--- config.mk ---
export PLATFORM = sky130hd
export DESIGN_NAME = muldiv_unit
export DESIGN_NICKNAME = d
export VERILOG_FILES = /design/src/rtl/muldiv_unit.sv
export SDC_FILE = /design/constraint.sdc
export NUM_CORES = 1
export LEC_CHECK = 0
export CORE_MARGIN = 2
export CORE_UTILIZATION = 30
export CTS_BUF_LIST = sky130_fd_sc_hd__clkbuf_8
export DETAILED_ROUTE_END_ITERATION = 10
export PLACE_DENSITY = 0.45
export REMOVE_ABC_BUFFERS = 1
export SETUP_SLACK_MARGIN = 0.5
export SYNTH_ARGS = -nofsm -noshare
export SYNTH_HDL_FRONTEND = slang
export SYNTH_SLANG_ARGS = --single-unit
--- constraint.sdc ---
create_clock -name clk -period 18.5 [get_ports clk]
set_clock_uncertainty 0.15 [all_clocks]
set_input_delay 4.625 -clock clk [delete_from_list [all_inputs] [get_ports clk]]
set_output_delay 4.625 -clock clk [all_outputs]
set_load 0.1 [all_outputs]
--- src/rtl/muldiv_unit.sv ---
// Iterative RV32M multiply/divide unit: shift-add multiply, restoring divide, one bit per cycle.
// Define MULDIV_FAST_MUL_EN to compute multiplies with a single registered wide product.
module muldiv_unit #(
    parameter int XLEN  = 32,
    parameter int CNT_W = $clog2(XLEN)
) (
    input  logic            clk,
    input  logic            rst_n,
    input  logic            flush,
    input  logic            in_valid,
    output logic            in_ready,
    input  logic [2:0]      op,
    input  logic [XLEN-1:0] src_a,
    input  logic [XLEN-1:0] src_b,
    output logic            out_valid,
    input  logic            out_ready,
    output logic [XLEN-1:0] result,
    output logic            div_by_zero
);

    typedef enum logic [1:0] {IDLE, BUSY, DONE} state_t;

    state_t              state, state_next;
    logic [2*XLEN-1:0]   acc, mcand;
    logic [XLEN-1:0]     opb, sp_res, res_q;
    logic [2:0]          op_q;
    logic                neg, special, sp_dbz, dbz_q;
    logic [CNT_W-1:0]    cnt;

    logic                sign_a_in, sign_b_in, a_neg_in, b_neg_in, b_zero, ovf, special_in, accept;
    logic [XLEN-1:0]     a_mag_in, b_mag_in, sp_res_in;

    logic [2*XLEN-1:0]   mul_sum, prod, prod_s, div_next;
    logic [XLEN:0]       rem_shift, rem_sub;
    logic                borrow, fast_done, finish;
    logic [XLEN-1:0]     quo, rem, mul_res, div_res, final_res;

    always_comb begin
        sign_a_in  = (op == 3'd1) || (op == 3'd2) || (op == 3'd4) || (op == 3'd6);
        sign_b_in  = (op == 3'd1) || (op == 3'd4) || (op == 3'd6);
        a_neg_in   = sign_a_in && src_a[XLEN-1];
        b_neg_in   = sign_b_in && src_b[XLEN-1];
        a_mag_in   = a_neg_in ? -src_a : src_a;
        b_mag_in   = b_neg_in ? -src_b : src_b;
        b_zero     = (src_b == '0);
        ovf        = ((op == 3'd4) || (op == 3'd6)) && (src_a == {1'b1, {(XLEN-1){1'b0}}}) && (src_b == '1);
        special_in = op[2] && (b_zero || ovf);
        // op[1] distinguishes remainder (REM/REMU) from quotient (DIV/DIVU)
        if (b_zero)
            sp_res_in = op[1] ? src_a : '1;
        else
            sp_res_in = op[1] ? '0 : src_a;
    end

    always_comb begin
        mul_sum   = acc + (opb[0] ? mcand : '0);
`ifdef MULDIV_FAST_MUL_EN
        prod      = mcand * {{XLEN{1'b0}}, opb};
        fast_done = !op_q[2];
`else
        prod      = mul_sum;
        fast_done = 1'b0;
`endif
        prod_s    = neg ? -prod : prod;
        mul_res   = (op_q[1:0] == 2'd0) ? prod_s[XLEN-1:0] : prod_s[2*XLEN-1:XLEN];

        // Remainder lives in acc's upper half; the dividend shifts out of the lower half as quotient bits shift in.
        rem_shift = {acc[2*XLEN-1:XLEN], acc[XLEN-1]};
        rem_sub   = rem_shift - {1'b0, opb};
        borrow    = (rem_shift < {1'b0, opb});
        div_next  = {(borrow ? rem_shift[XLEN-1:0] : rem_sub[XLEN-1:0]), acc[XLEN-2:0], ~borrow};
        quo       = div_next[XLEN-1:0];
        rem       = div_next[2*XLEN-1:XLEN];
        div_res   = op_q[1] ? (neg ? -rem : rem) : (neg ? -quo : quo);

        final_res = special ? sp_res : (op_q[2] ? div_res : mul_res);
        finish    = special || fast_done || (cnt == '0);
    end

    always_ff @(posedge clk or negedge rst_n) begin
        if (!rst_n) state <= IDLE;
        else        state <= state_next;
    end

    always_comb begin
        state_next = state;
        in_ready   = (state == IDLE);
        out_valid  = (state == DONE);
        accept     = in_valid && (state == IDLE);
        unique case (state)
            IDLE:    if (in_valid)  state_next = BUSY;
            BUSY:    if (finish)    state_next = DONE;
            DONE:    if (out_ready) state_next = IDLE;
            default: state_next = IDLE;
        endcase
        if (flush) state_next = IDLE;
    end

    always_ff @(posedge clk or negedge rst_n) begin
        if (!rst_n) begin
            acc <= '0; mcand <= '0; opb <= '0; sp_res <= '0; res_q <= '0;
            op_q <= '0; neg <= 1'b0; special <= 1'b0; sp_dbz <= 1'b0; dbz_q <= 1'b0; cnt <= '0;
        end else if (flush) begin
            res_q <= '0;
            dbz_q <= 1'b0;
            cnt   <= '0;
        end else if (accept) begin
            op_q    <= op;
            neg     <= (op == 3'd6) ? a_neg_in : (a_neg_in ^ b_neg_in);
            special <= special_in;
            sp_res  <= sp_res_in;
            sp_dbz  <= op[2] && b_zero;
            dbz_q   <= 1'b0;
            opb     <= b_mag_in;
            mcand   <= {{XLEN{1'b0}}, a_mag_in};
            acc     <= op[2] ? {{XLEN{1'b0}}, a_mag_in} : '0;
            cnt     <= CNT_W'(XLEN-1);
        end else if (state == BUSY) begin
            acc   <= op_q[2] ? div_next : mul_sum;
            mcand <= mcand << 1;
            opb   <= op_q[2] ? opb : (opb >> 1);
            cnt   <= cnt - CNT_W'(1);
            if (finish) begin
                res_q <= final_res;
                dbz_q <= special && sp_dbz;
            end
        end
    end

    assign result      = res_q;
    assign div_by_zero = dbz_q;

endmodule

==> results of run 1 <==
-- where the power goes --
part           internal, mW  leakage [nW]  total, mW  switching, mW
combinational          1.26          7.20       4.02           2.75
sequential            0.685          3.06      0.987          0.301
clock                 0.325         0.603      0.601          0.276
-- registers in the layout, summed over array words and instances, names as in the netlist --
name and cells:
op_q 3, div_by_zero 1, state 2, neg 1, sp_res 32, opb 32
sp_dbz 1, mcand 64, result 32, special 1, cnt 5, acc 64
-- per-stage QoR --
stage / power [mW] / instance area (sq um) / worst slack [ps] / hold slack (ps)
2_1_floorplan: 3.51 / 23300 / 7710 / 291
3_3_place_gp: 4.91 / 26100 / 9750 / 313
3_5_place_dp: 4.89 / 26100 / 9760 / 324
4_1_cts: 5.52 / 27100 / 10480 / 336
5_1_grt: 5.93 / 27100 / 10230 / 350
6_report: 5.60 / 27100 / 10420 / 332
-- how the worst max path moves through the flow --
stage | depth (start not counted) | slack, ps | end | startpoint
global placement | 12 | 9750 | acc[29] | src_a[3]
detailed placement | 12 | 9760 | acc[29] | src_a[3]
floorplan | 4 | 7710 | opb[0] | in_valid
CTS | 12 | 10480 | acc[29] | src_a[3]
global route | 12 | 10230 | acc[29] | src_a[3]
finish | 12 | 10420 | acc[29] | src_a[3]
-- layer usage --
metal / GRT usage (%) / share of wire [%]
met1: 37.5 / 45
met2: 40.6 / 44
met3: 4.40 / 7.2
met4: 9.34 / 3.9
met5: 0 / 0.012
-- kinds of logic (layout without fill, tap and decap cells) --
kind of cell | Yosys count | count (layout) | share of synthesized area [%]
simple gates | 1312 | 1312 | 25.5
compound gates | 1052 | 1052 | 27.9
buf+inv | 314 | 345 | 4.94
flops | 238 | 238 | 24.7
xor+xnor | 210 | 210 | 7.64
fa+ha+maj | 134 | 134 | 6.72
mux | 60 | 60 | 2.58
other cells | 0 | 1 | 0
-- cell type report --
| cell class | count | share of cell area (%) |
|---|---|---|
| clock buffer | 58 | 2.94 |
| antenna | 1 | 0.00922 |
| sequential | 238 | 22.0 |
| multi-input combinational | 2768 | 62.8 |
| timing repair buffer | 153 | 5.26 |
| inverter | 103 | 1.42 |
| tap | 1050 | 4.84 |
| clock inverter | 31 | 0.770 |
-- synth_stat cells, drive strengths merged (29+ instances only) --
master  count
a221oi     37
nor3       81
a211oi     48
clkbuf    184
and2       82
inv       101
nand3      85
o21ai     340
a21o       54
o211ai     39
nor4       33
ha        103
a21oi     248
a31oi      29
or3        34
xnor2     126
dfrtp     238
nor2      371
mux2i      43
nand4      60
o31ai      41
nand2     433
maj3       29
xor2       84
-- worst max-delay path: stages --
cell,delay [ps]
clkdlybuf4s50_1,450
nor4_1,480
nand3_1,380
or4_1,590
nor2_1,250
nand2_1,130
or4_1,620
o31ai_1,340
xnor2_1,160
nor2_1,80
a221oi_1,320
nor2_1,70
==> flow_summary.ini, run 1 <==
[floorplan]
core-area_sq_um = 79300
start_util_pct = 30.4
rows = 103
die_h_um = 287
die_area_sq_um = 82600
chipWidth_um = 287
ioPinCount = 107

[timing]
fin_crit_ps = 8080
layout_worst_path_cycle_share_pct = 43.7
slew_viol_final = 0
final-hold-violation-count = 0
setup-violations-final = 0
max_freq_mhz = 124
setup_tns_ps = 0
max_slew_margin_pct = 19.3
rsz0062_at_grt = false
tightest_slew_ps = 1210

[detailed_routing]
wl_um = 112000
ant_nets = 0
vias_per_cell = 5.87
drc = 0
vias = 25800
drtIter0Drc = 2494
wl_per_cell_um = 25.4
dr.pass1.iters = 6

[grt]
grt.overflow.total = 0
grt_max_degree = 139
grt_pass1_vias = 24500
grt_antenna_before_repair = 2
grt_use_total_pct = 26.5
grt_pass1_wl_um = 165000

[power_and_ir_drop]
p_per_area_nw_per_um2 = 207
peakVddDrop_uv = 121
p_leak_nw = 10.9

[synthesis]
ys_seq_area_share_pct = 24.7
synth-seq-cells = 238
synth_ff_type = dfrtp_1
netlist_area_sq_um = 24100
syn_inst = 3320
yosys-top-cells-area = dfrtp_1, o21ai_0, nand2_1, nor2_1, ha_1
synth-async-reset-ratio_pct = 100
ys_types = 84
synth_edf_count = 0
syn_avg_cell_area_sq_um = 7.25
yosys_warnings = 0
yosysTopAreaCellShare_pct = 24.7
synth_top_cell_by_area = dfrtp_1

[hold_path]
hold_path_class = reg2reg
hp-start = opb[18]
whs_path_depth = 2
holdPathEnd = opb[18]

[placement]
dp_cells = 4312
dp_hpwl_um = 85100
place.gp.congestion = 1.00
place.port_buffers = 106

[outcome]
outcome = completed

[critical_path]
critPathKind = in2reg
cp_data_required_time_ps = 18920
worstSetupStartpointType = primary input
r2r-start = opb[0]
worst_r2r_path_depth = 22
r2r_slack_ps = 10590
cp_data_arrival_time_ps = 8500
end_kind = register
reg2reg_to = result[24]
worstPathMaxFanout = 4

[clocking]
postCtsHoldBufs = 0
clk_pin_slew_worst_paths_ps = 60
htreeDepth = 2
postCtsSetupRepairBufs = 0
cts_tree = yes
cts_resized = 0
clk_path_buf_depth = 3
clk_latency_ps = 690
cts.sinks = 238
numCtsBuffers = 50
root_buffer = clkbuf_8

[cells_and_area]
stdcell_count = 4402
final_common_cell = nand2_1
area_growth_pct = 12.7
multi_input_area_sq_um = 17000
drive_gt1_share_pct = 5.37
layout.core_utilization_pct = 34.2
fillers = 8617
ff_latch_area_sq_um = 5960
nets = 3491
final_cell_mix = nand2_1, nor2_1, o21ai_0

[flow_run]
maxCapViolations = 0
No activity file was read; power rests on OpenSTA's default activity.
==> run 2: changes to the inputs <==
Settings changed: PLACE_DENSITY 0.45 to 0.47.
Clock period 18.5 ns to 7.3 ns, I/O delays scaled along.
==> flow_summary.ini, run 2 (synthesis gave the netlist of run 1 again) <==
[detailed_routing]
wl_um = 113000
dr.pass1.iters = 5
vias_per_cell = 5.88
drc = 0
ant_nets = 0
drtIter0Drc = 2269
vias = 26000
wl_per_cell_um = 25.5

[flow_run]
maxCapViolations = 0

[grt]
grt_use_total_pct = 26.8
grt_pass1_vias = 25100
grt.overflow.total = 0
grt_antenna_before_repair = 5
grt_pass1_wl_um = 167000
grt_max_degree = 124

[timing]
rsz0062_at_grt = true
slew_viol_final = 0
holdWs_ps = 327
setup-violations-final = 0
layout_worst_path_cycle_share_pct = 88.2
setup_ws_ps = 860
max_freq_mhz = 155
max_slew_margin_pct = 14.8
tightest_slew_ps = 1270
fin_crit_ps = 6440
final-hold-violation-count = 0

[floorplan]
die_h_um = 287
die_area_sq_um = 82600
rows = 103
ioPinCount = 107
start_util_pct = 30.4
core-area_sq_um = 79300
chipWidth_um = 287

[clocking]
root_buffer = clkbuf_8
clk_path_buf_depth = 3
cts.sinks = 238
clk_pin_slew_worst_paths_ps = 70
clk_latency_ps = 700
numCtsBuffers = 51
htreeDepth = 2
cts_tree = yes
postCtsHoldBufs = 0

[power_and_ir_drop]
p_leak_nw = 11.0
p_per_area_nw_per_um2 = 521
peakVddDrop_uv = 302

[cells_and_area]
nets = 3507
largest_registers = acc (64), mcand (64)
area_growth_pct = 13.7
drive_gt1_share_pct = 6.35
fillers = 8709
ff_latch_area_sq_um = 5960
final_cell_mix = nand2_1, nor2_1, o21ai_0
multi_input_area_sq_um = 17100
final_common_cell = nand2_1

[critical_path]
critPathKind = reg2reg
cp_slowest_cell = or3_1
end_kind = register
cp_data_arrival_time_ps = 6880
cp.buffers_inverters = 1
max_stage_delay_ps = 720
worstSetupStartpointType = register
path_cells = buf_6 > and2_1 > ha_1 > a21oi_1 > o21a_1 > o221ai_1 > a221oi_1 > a311oi_1 > or3_1 > a2111oi_1 > nand4_1 > or3_1 > o31ai_1 > xor2_1 > a221oi_1 > a211o_1
worstPathMaxFanout = 44
path_delay_family = compound AO/OA/AOI/OAI gates
cp_data_required_time_ps = 7740

[placement]
dp_hpwl_um = 86700
place.port_buffers = 106
pre_cts_ws_ps = 346
place.gp.congestion = 1.03

[hold_path]
hold_path_class = reg2reg

[outcome]
outcome = completed
-- run 2: cell count changes in the layout (fill, tap and decap cells not counted), sizes merged --
cell      before  now
buf           49   64
bufinv         3    1
clkbuf        58   65
clkinv         5   13
clkinvlp       0    2
diode          1    4
inv          126  117
-- run 2: path summary, 6_finish.rpt --
path / slack [ps] / depth (start not counted) / end / start
max: 860 / 16 / result[15] / opb[0]
min: 330 / 2 / sp_res[6] / sp_res[6]
max reg2reg: 860 / 16 / result[15] / opb[0]
min reg2reg: 330 / 2 / sp_res[6] / sp_res[6]
max in group asynchronous: 4820 / 2 / mcand[53] / rst_n
min in group asynchronous: 920 / 1 / sp_res[2] / rst_n
-- run 2: layer usage --
layer  GRT usage [%]  wire (um)  vias to the layer above
li1                -          -                    12100
met1            36.8      50700                    12700
met2            41.0      48700                      990
met3            5.34       8850                      217
met4            10.6       4760                        0
met5               0          0                        -
-- run 2: final cells by class --
cell class / instances / area share, %
well taps: 1050 / 4.80
repair buffers: 168 / 5.68
multi-input cells: 2768 / 62.4
inverters: 103 / 1.41
clock buffers: 65 / 3.27
clock inverters: 30 / 0.640
diodes: 4 / 0.0366
flip-flops and latches: 238 / 21.8
-- run 2: worst register-to-register path, cell delays in order (launching register included) --
cell	delay [ps]
dfrtp_2	670
buf_6	400
and2_1	190
ha_1	300
a21oi_1	300
o21a_1	200
o221ai_1	310
a221oi_1	530
a311oi_1	240
or3_1	370
a2111oi_1	680
nand4_1	460
or3_1	730
o31ai_1	340
xor2_1	180
a221oi_1	100
a211o_1	240
-- run 2: report_power, final --
| part | switching, mW | internal, mW |
|---|---|---|
| clock network | 0.729 | 0.840 |
| registers | 0.671 | 1.74 |
| logic | 7.05 | 3.24 |
| total | 8.45 | 5.82 |
-- run 2: what timing repair did --
item / 4_1_cts / 5_1_grt
pin swaps: 0 / 2
gates resized for setup: 2 / 9
gates cloned: 0 / 0
setup buffers: 0 / 3
endpoints found under the setup margin: 8 / 24
hold endpoints to repair: 0 / 0
-- run 2: stage by stage --
stage               instances  instance area [sq um]  util [%]  power [mW]  TNS (ps)
finish                   4426                  27400      34.5        14.3         0
CTS                      4419                  27300      34.4        14.1         0
detailed placement       4324                  26200      33.1        12.4         0
global route             4423                  27400      34.5        15.1         0
floorplan                3109                  23300         -        8.89    -56030
global placement         4324                  26200      33.1        12.5         0
==> run 3: changes to the inputs <==
Settings changed: CAP_MARGIN set to 10, CORE_UTILIZATION 30 to 25, PLACE_DENSITY 0.47 to 0.41.
==> flow_summary.ini, run 3 (synthesis gave the netlist of run 1 again) <==
[cells_and_area]
largest_registers = acc (64), mcand (64)
drive_gt1_share_pct = 6.57
fin_area_sq_um = 27700
area_growth_pct = 14.9
nets = 3518
final_common_cell = nand2_1
stdcell_count = 4644
final_cell_mix = nand2_1, nor2_1, o21ai_0

[grt]
grt_max_degree = 128
grt_antenna_before_repair = 5
grt_pass1_wl_um = 174000
grt_use_total_pct = 23.7
grt.overflow.total = 0
grt_pass1_vias = 24600

[floorplan]
die_h_um = 314
chipWidth_um = 314
die_area_sq_um = 98800
start_util_pct = 25.3
ioPinCount = 107
core-area_sq_um = 95300
rows = 113

[timing]
layout_worst_path_cycle_share_pct = 89.8
setup-violations-final = 0
rsz0062_at_grt = false
final-hold-violation-count = 0
fin_crit_ps = 6550
max_freq_mhz = 153
max_slew_margin_pct = 22.7
tightest_slew_ps = 1150
slew_viol_final = 0
setup_ws_ps = 746

[critical_path]
cp.buffers_inverters = 0
end_kind = register
path_delay_family = compound AO/OA/AOI/OAI gates
path_cells = and2_1 > ha_1 > and4_1 > o2111ai_1 > and3_1 > a2111oi_0 > o21ai_0 > a222oi_1 > o211ai_1 > or4_1 > o31ai_1 > xor2_1 > nand2_1 > a31oi_1
worstSetupStartpointType = register
cp_slowest_cell = a2111oi_0
worstPathMaxFanout = 30
critPathKind = reg2reg
cp_data_arrival_time_ps = 7040
cp_data_required_time_ps = 7780
max_stage_delay_ps = 920

[placement]
pre_cts_ws_ps = 728
place_area_sq_um = 26600
place.port_buffers = 106
dp_hpwl_um = 93000
dp_cells = 4554
place.gp.congestion = 1.01

[detailed_routing]
drtIter0Drc = 2789
vias_per_cell = 5.59
ant_nets = 0
dr.pass1.iters = 5
drc = 0
wl_per_cell_um = 25.8
vias = 26000
wl_um = 120000

[clocking]
cts.sinks = 238
clk_latency_ps = 720
clk_path_buf_depth = 3
numCtsBuffers = 50
postCtsSetupRepairBufs = 0
clk_pin_slew_worst_paths_ps = 70
htreeDepth = 2
cts_tree = yes
root_buffer = clkbuf_8

[power_and_ir_drop]
switching_share_pct = 60.0
seqPwrFrac_pct = 16.9
p_per_area_nw_per_um2 = 526
peakVddDrop_uv = 348
power.total_mw = 14.6
p_int_mw = 5.83
p_switching_mw = 8.74
p_leak_nw = 11.0
clkPwrFrac_pct = 10.6
comb_power_share_pct = 72.5

[outcome]
outcome = completed

[hold_path]
hold_path_class = reg2reg

[flow_run]
maxCapViolations = 0
## run 3: cell count changes in the layout (fill, tap and decap cells not counted), sizes merged
cell    before  now
buf         64   76
clkinv      13    9
diode        4    1
bufinv       1    0
inv        117  116
## run 3: layout make-up
class	instances	area, sq um
Clock buffer	65	895
Multi-Input combinational cell	2768	17100
Inverter	103	387
Tap cell	1265	1580
Fill cell	10600	67600
Sequential cell	238	5960
Clock inverter	24	125
Antenna cell	1	2.50
Timing Repair Buffer	180	1640
## run 3: worst reg2reg max path, cell delays in order, from the launching register on
cell,delay (ps)
dfrtp_4,620
and2_1,240
ha_1,440
and4_1,450
o2111ai_1,370
and3_1,410
a2111oi_0,920
o21ai_0,260
a222oi_1,530
o211ai_1,520
or4_1,790
o31ai_1,300
xor2_1,190
nand2_1,80
a31oi_1,210
## run 3: path summary, 6_finish.rpt
kind	start	end	slack, ps	cells past startpoint
max	opb[0]	result[30]	750	14
min	sp_res[5]	sp_res[5]	330	2
max reg2reg	opb[0]	result[30]	750	14
min reg2reg	sp_res[5]	sp_res[5]	330	2
max in group asynchronous	rst_n	mcand[22]	4720	2
min in group asynchronous	rst_n	sp_res[4]	900	1
## run 3: power groups by stage
stage	combinational [mW]	clock (mW)	sequential [mW]
after floorplan	6.18	0	2.71
after detailed placement	10.3	0	2.47
after global placement	10.4	0	2.48
after CTS	10.4	1.59	2.45
after global routing	11.2	1.64	2.52
final	10.6	1.54	2.47
## run 3: layer usage
| metal | share of wire (%) | global-route usage [%] | routed length, um | vias up |
|---|---|---|---|---|
| met2 | 43 | 36.0 | 51800 | 926 |
| met5 | 0 | 0 | 0 | - |
| met4 | 4.5 | 9.97 | 5370 | 0 |
| met3 | 5.5 | 2.68 | 6570 | 195 |
| met1 | 47 | 33.9 | 56300 | 12700 |
| li1 | - | - | - | 12200 |
## run 3: per-stage QoR
step	hold slack [ps]	TNS, ps	util (%)
floorplan	291	-56030	-
global placement	314	0	27.9
detailed placement	320	0	27.9
CTS	333	0	29.0
global route	350	0	29.0
finish	328	0	29.0
## run 3: what timing repair did
| action | CTS | global route |
|---|---|---|
| hold buffers | 0 | 0 |
| endpoints found under the setup margin | 0 | 14 |
| gates resized for setup | 0 | 6 |
| endpoints found under the hold margin | 0 | 0 |
